==> config.mk <==
export PLATFORM = sky130hd
export DESIGN_NAME = uart_rx
export DESIGN_NICKNAME = d
export VERILOG_FILES = /design/src/rtl/uart_pkg.sv /design/src/rtl/uart_rx_sync.sv /design/src/rtl/uart_rx.sv
export SDC_FILE = /design/constraint.sdc
export NUM_CORES = 1
export LEC_CHECK = 0
export CORE_MARGIN = 8
export CORE_UTILIZATION = 35
export CTS_CLUSTER_SIZE = 20
export DETAILED_ROUTE_END_ITERATION = 10
export GPL_TIMING_DRIVEN = 0
export SETUP_SLACK_MARGIN = 0.4
export SYNTH_ARGS = -nofsm -noshare
export SYNTH_HDL_FRONTEND = slang
export SYNTH_SLANG_ARGS = --single-unit
==> constraint.sdc <==
create_clock -name clk -period 2.2 [get_ports clk]
set_clock_uncertainty 0.05 [all_clocks]
set_input_delay 0.44 -clock clk [delete_from_list [all_inputs] [get_ports clk]]
set_output_delay 0.44 -clock clk [all_outputs]
set_load 0.01 [all_outputs]
==> src/rtl/uart_pkg.sv <==
// Shared UART definitions: receiver state encoding, line idle level and
// the default frame geometry used by uart_baudRateGen, uart_rx and uart_tx.
package uart_pkg;

    localparam int   DEFAULT_DATA_BITS  = 8;
    localparam int   DEFAULT_RESOLUTION = 16;
    localparam logic IDLE_LEVEL         = 1'b1;

    typedef enum logic [2:0] {
        IDLE,
        START,
        DATA,
        PARITY,
        STOP,
        WAIT_HIGH
    } uart_rx_state_t;

endpackage

==> src/rtl/uart_rx_sync.sv <==
// Two-flop synchroniser for an asynchronous input that idles high.
// Both flops reset to the idle level, so reset never looks like a start edge.
module uart_rx_sync
    import uart_pkg::*;
(
    input  logic clk,
    input  logic rstN,
    input  logic d,
    output logic q
);

    logic meta;

    // Two back-to-back flops: the first may go metastable, the second settles it.
    always_ff @(posedge clk or negedge rstN) begin
        if (!rstN) begin
            meta <= IDLE_LEVEL;
            q    <= IDLE_LEVEL;
        end else begin
            meta <= d;
            q    <= meta;
        end
    end

endmodule

==> src/rtl/uart_rx.sv <==
// UART receiver (8N1 by default), fed by the baudTick oversample strobe.
// Samples every bit at mid-bit, pulses rxValid for one clk per good frame
// and frameErr for one clk per bad stop bit.
// Optional: define UART_RX_PARITY_EN to add an even-parity bit after the
// data bits and the parityErr output.
// RESOLUTION must be a power of two and at least 4; tickCnt relies on its
// natural wrap at RESOLUTION.
//
// Handshake: rxValid is a one-clk strobe with no ready; rxData holds the
// last good byte until the next rxValid, so the consumer must take it before
// then.
module uart_rx
    import uart_pkg::*;
#(
    parameter int DATA_BITS  = DEFAULT_DATA_BITS,
    parameter int RESOLUTION = DEFAULT_RESOLUTION
) (
    input  logic                 clk,
    input  logic                 rstN,
    input  logic                 baudTick,
    input  logic                 rx,
    output logic [DATA_BITS-1:0] rxData,
    output logic                 rxValid,
    output logic                 frameErr,
`ifdef UART_RX_PARITY_EN
    output logic                 parityErr,
`endif
    output logic                 busy,
    output logic [2:0]           dbgState
);

    localparam int TICK_W = $clog2(RESOLUTION);
    localparam int BIT_W  = $clog2(DATA_BITS) + 1;

    localparam logic [TICK_W-1:0] TICK_MID = TICK_W'(RESOLUTION / 2 - 1);
    localparam logic [TICK_W-1:0] TICK_END = TICK_W'(RESOLUTION - 1);
    localparam logic [BIT_W-1:0]  BIT_LAST = BIT_W'(DATA_BITS - 1);

    uart_rx_state_t       state;
    uart_rx_state_t       stateNext;
    logic                 rxS;
    logic [TICK_W-1:0]    tickCnt;
    logic [BIT_W-1:0]     bitCnt;
    logic [DATA_BITS-1:0] shiftReg;
    logic                 tickMid;
    logic                 tickEnd;
    logic                 lastBit;
`ifdef UART_RX_PARITY_EN
    logic                 parBad;
`endif

    uart_rx_sync u_sync (
        .clk  (clk),
        .rstN (rstN),
        .d    (rx),
        .q    (rxS)
    );

    // State register.
    always_ff @(posedge clk or negedge rstN) begin
        if (!rstN) begin
            state <= IDLE;
        end else begin
            state <= stateNext;
        end
    end

    // Next-state logic; nothing moves between ticks except IDLE and WAIT_HIGH,
    // which only watch the line level.
    always_comb begin
        stateNext = state;
        case (state)
            IDLE:      if (rxS != IDLE_LEVEL) stateNext = START;
            START:     if (tickMid) stateNext = rxS ? IDLE : DATA;
`ifdef UART_RX_PARITY_EN
            DATA:      if (tickEnd && lastBit) stateNext = PARITY;
            PARITY:    if (tickEnd) stateNext = STOP;
`else
            DATA:      if (tickEnd && lastBit) stateNext = STOP;
`endif
            STOP:      if (tickEnd) stateNext = rxS ? IDLE : WAIT_HIGH;
            WAIT_HIGH: if (rxS) stateNext = IDLE;
            default:   stateNext = IDLE;
        endcase
    end

    // Status outputs and the tick-position strobes used by both FSM and datapath.
    always_comb begin
        busy     = (state != IDLE);
        dbgState = state;
        tickMid  = baudTick && (tickCnt == TICK_MID);
        tickEnd  = baudTick && (tickCnt == TICK_END);
        lastBit  = (bitCnt == BIT_LAST);
    end

    // Oversample counter, bit counter and the LSB-first shift register.
    always_ff @(posedge clk or negedge rstN) begin
        if (!rstN) begin
            tickCnt  <= '0;
            bitCnt   <= '0;
            shiftReg <= '0;
        end else begin
            case (state)
                START: begin
                    bitCnt <= '0;
                    if (tickMid) begin
                        tickCnt <= '0;
                    end else if (baudTick) begin
                        tickCnt <= tickCnt + 1'b1;
                    end
                end
                DATA, PARITY, STOP: begin
                    if (baudTick) tickCnt <= tickCnt + 1'b1;
                end
                default: tickCnt <= '0;
            endcase
            if ((state == DATA) && tickEnd) begin
                shiftReg <= {rxS, shiftReg[DATA_BITS-1:1]};
                bitCnt   <= bitCnt + 1'b1;
            end
        end
    end

    // Frame result: update rxData and pulse rxValid on a good stop bit,
    // pulse frameErr on a bad one.
    always_ff @(posedge clk or negedge rstN) begin
        if (!rstN) begin
            rxData   <= '0;
            rxValid  <= 1'b0;
            frameErr <= 1'b0;
        end else begin
            rxValid  <= (state == STOP) && tickEnd && rxS;
            frameErr <= (state == STOP) && tickEnd && !rxS;
            if ((state == STOP) && tickEnd && rxS) rxData <= shiftReg;
        end
    end

`ifdef UART_RX_PARITY_EN
    // Even parity: the XOR of data bits and parity bit must be 0. The error
    // is reported alongside rxValid, so a bad stop bit hides it.
    always_ff @(posedge clk or negedge rstN) begin
        if (!rstN) begin
            parBad    <= 1'b0;
            parityErr <= 1'b0;
        end else begin
            if ((state == PARITY) && tickEnd) parBad <= rxS ^ (^shiftReg);
            parityErr <= (state == STOP) && tickEnd && rxS && parBad;
        end
    end
`endif

endmodule

**Word-level counts from Yosys, hierarchy flattened**

Index checks and enable logic that the tools add are counted.

- Reductions and logical operators: 13
- Mux-type cells: 13
- Equality and inequality tests: 13
- Add/subtract/negate cells: 2

Operator list:

| operator | count |
|---|---|
| 3-bit two-way mux | 6 |
| 4-bit two-way mux | 4 |
| 3-bit case mux with 5 select lines | 1 |
| 4-bit by 1-bit adder with 4-bit output, second input constant | 2 |
| 4-bit by 3-bit equality test with 1-bit output, second input constant | 2 |
| 2-bit != test, second input constant | 4 |
| 4-bit case mux with 2 select lines | 1 |
| 1-bit logical AND | 7 |
| 3-bit by 2-bit equality test with 1-bit output, second input constant | 2 |
| 3-bit equality test, second input constant | 2 |
| 5-bit AND reduction | 1 |
| 4-bit equality test, second input constant | 1 |
| 3-bit by 1-bit equality test with 1-bit output, second input constant | 1 |
| 3-bit zero test | 1 |
| 3-bit nonzero test | 1 |
| 3-bit OR reduction | 1 |
| 2-bit two-way mux | 1 |
| 2-bit by 1-bit != test with 1-bit output, second input constant | 1 |
| 2-bit nonzero test | 1 |
| 1-bit zero test | 1 |

- Input bits: 4
- Output and inout port bits: 14
- Logic and storage cells: 50
- Bits in registers: 31

**Logic depth before layout (Yosys ltp)**

- Depth in word-level cells: 5
- Depth in mapped cells: 5
- Depth with buffers taken out: 4

**Hierarchy**

From an unflattened synthesis, not the netlist that was laid out.

- Cell total of the unflattened synthesis: 117
- Area, all modules: 1412.6 um^2

By module, submodules not included:

| module | times used | seq. area each (um^2) | cells an instance | area each (um^2) |
|---|---|---|---|---|
| uart_rx | 1 | 725.7 | 115 | 1360.1 |
| uart_rx_sync | 1 | 52.6 | 2 | 52.6 |

**Least setup slack after synthesis**

No wires, ideal clock.

- Path kind: reg-to-reg
- Start: reg state[0], in the netlist dbgState[0]
- End: reg shiftReg[0]
- Period minus slack after synthesis: 1.596 ns
- Library setup time: 0.125 ns
- Buffers on the path: 1
- Data arrival time: 1.421 ns
- Slack: 0.604 ns
- Data required time: 2.025 ns
- Cell stages (with the launch flop): 5
- Cells stage by stage: dfrtp_1 > buf_4 > nor3b_4 > and2_4 > mux2_2

- Longest elaborated chain between the ends: 2

RTL lines:

| element | line | source |
|---|---|---|
| start, declared | uart_rx.sv:39 | `uart_rx_state_t state;` |
| start signal, assigned | uart_rx.sv:64 | `state <= stateNext;` |
| 3-bit by 2-bit equality test with 1-bit output | uart_rx.sv:117 | `if ((state == DATA) && tickEnd) begin` |
| 1-bit logical AND | uart_rx.sv:117 |  |
| end signal, assigned | uart_rx.sv:118 | `shiftReg <= {rxS, shiftReg[DATA_BITS-1:1]};` |
| end, declared | uart_rx.sv:44 | `logic [DATA_BITS-1:0] shiftReg;` |

No other way between the ends.
A chain may end at the register's enable or synchronous reset.

**Worst setup path in the final report**

- Start: reg state[0], in the netlist dbgState[0]
- End: out busy

- Longest elaborated chain between the ends: 1

RTL lines:

| element | line | source |
|---|---|---|
| 3-bit nonzero test | uart_rx.sv:89 | `busy = (state != IDLE);` |
| end, declared | uart_rx.sv:28 | `output logic busy,` |

No other way between the ends.

==> out/qor.yml <==
clock_latency_ns: 0.28
hold_viol: 0
grt_pass1_wl_mm: 4.340
rsz0062_at_grt: "yes"
antenna_found_initial: 0
status: "completed"
finalSetupViolations: 0
core_um2: 3943
io_buffer_count: 16
p_leak_nw: 0.8507
ys_warn_count: 0
cts.path.max_buffers: 2
drv_cap: 0
vias: 933
p_per_area_nw_per_um2: 766.2
relSlewSlack_pct: 55.39
crit_arrival_ns: 1.31
n_antenna_cell: 0
grt.total_usage_pct: 9.012
synth_cell_types: 41
startpoint_type: "flip-flop"
synth_edf_count: 0
synthSimpleGateAreaFrac_pct: 16.06
totalWireLength_mm: 2.605
synth.area.mux_share_pct: 14.21
cp_max_fo: 8
synthAdderAreaFrac_pct: 1.765
hpwl_mm: 1.726
die_h_um: 79.64
synth.avg_cell_area_um2: 13.37
drtAntennaViolNets: 0
grt_max_degree: 32
drtIter0Drc: 56
area_growth_pct: 26.92
grt_overflow_total: 0
syn_area_um2: 1418
synth_ff_type: "dfrtp_1"
dieWidth_um: 79.64
via_per_inst: 4.963
numCtsBuffers: 5
drc_errors: 0
slew_viol_final: 0
hold_path_class: "input port to asynchronous set/reset pin"
final_area_um2: 1799
clockRootBuffer: "clkbuf_8"
fmax_mhz: 555.0
synth-compound-area-share_pct: 6.620
placed_area_um2: 1640
start_util_pct: 35.96
nets: 143
cts.sinks: 31
async_flop_share_pct: 100.0
critPathSlowestCell: "dfrtp_1"
place.gp.congestion: 0.6964
cts_tree: "done"
ys_seq_area_share_pct: 54.90
cp.buffers_inverters: 2
path_cells: "buf_6 > or3_4 > buf_6"
avgRoutedWirePerCell_um: 13.86
finalSetupTns_ns: 0
die-area_um2: 6343
clk_pin_slew_ns: 0.06
utilization_pct: 45.64
instances_no_fill: 188
critPathTopFamily: "flip-flops"
ys_ff_latch: 31
worst_pin_slew_ns: 0.6691
worstSetupPathType: "flip-flop to output pin"
cpPeakStageDelay_ns: 0.39
cp-end-kind: "output pin"
drtPass1Iterations: 2
min_period_over_period_pct: 81.90
fin_crit_ns: 1.802
syn_inst: 106
place_inst: 172
grt_pass1_vias: 946
synth_top_family_by_area: "simple AND/OR/NAND/NOR gates"
row_count: 23
drive_above_1_share_pct: 36.23
syn-num-nets: 112
htreeDepth: 2
crit_required_ns: 1.71
io-pin-count: 18
path_common_cell: "buf_6"
cts_hold_buf: 0
ir_drop_mv: 0.4070
synth-xor-area-share_pct: 2.471
[what timing repair did]
item | in CTS | in global routing
setup endpoints to repair | 30 | 2
buffers inserted | 2 | 6
gates resized for setup | 9 | 0
[cell usage in the layout, fill, tap and decap left out, drive strengths merged, types with 3 or more instances in the layout]
| cell type | netlist | layout |
|---|---|---|
| buf | 5 | 15 |
| clkbuf | 0 | 7 |
| clkdlybuf4s50 | 0 | 14 |
| dfrtp | 29 | 29 |
| inv | 4 | 4 |
| mux2 | 17 | 17 |
| nand3 | 4 | 4 |
| nor2 | 4 | 4 |
| nor3b | 3 | 3 |
| xnor2 | 3 | 3 |
[state kept, by name (all words and copies together), names as in the netlist]
name	cells
rxData	8
u_sync.q	1
u_sync.meta	1
dbgState	3
tickCnt	4
rxValid	1
shiftReg	8
bitCnt	4
frameErr	1
[cell type report]
cell class	instances	area (um2)
clock inverter	1	5.005
tap	50	62.56
buffer	5	48.80
inverter	4	15.01
sequential	31	778.2
fill	365	2143
multi-input combinational	66	586.8
timing repair buffer	24	216.5
clock buffer	7	86.33
[logic make-up after synthesis]
family,count (synthesis)
simple gates,29
flops,31
xor+xnor,4
mux,18
compound gates,13
fa+ha+maj,2
buf+inv,9
[layer usage]
layer | GRT usage (%) | up-vias | wire (um)
met5 | 0 | - | 0
met4 | 6.111 | 0 | 81
met3 | 4.054 | 8 | 122
met2 | 14.34 | 14 | 1283
met1 | 9.356 | 470 | 1118
li1 | - | 441 | -
[cells in the mapped netlist, types with 3 or more instances]
| master | number | area (um2) |
|---|---|---|
| buf_4 | 4 | 30.03 |
| xnor2_1 | 3 | 26.28 |
| nor2_1 | 4 | 15.01 |
| mux2_2 | 17 | 191.4 |
| inv_1 | 4 | 15.01 |
| nand3_1 | 3 | 15.01 |
| dfrtp_1 | 29 | 725.7 |
[metrics by stage]
step	hold slack, ns	total power, mW	setup WS (ns)
after detailed placement	0.2968	0.8949	0.04931
after CTS	0.3060	1.372	0.3746
after global routing	0.1940	1.462	0.3684
after global placement	0.2966	0.8866	0.09420
final	0.1399	1.379	0.3981
after floorplan	0.09441	0.8171	0.6045
[final timing paths]
path                             start         end  slack (ns)  cells after the start
max                        dbgState[0]        busy        0.40                      3
min                               rstN  tickCnt[2]        0.14                      1
max reg2reg                 tickCnt[0]   rxData[0]        0.54                      5
min reg2reg                u_sync.meta    u_sync.q        0.30                      0
max in group asynchronous         rstN   rxData[0]        1.52                      1
min in group clk           u_sync.meta    u_sync.q        0.30                      0
[report_power, final]
group          total, mW  switching, mW  internal, mW
clock network      0.449          0.198         0.252
registers          0.650         0.0371         0.613
logic              0.279          0.131         0.148
Power figures use the tool's default switching activity.
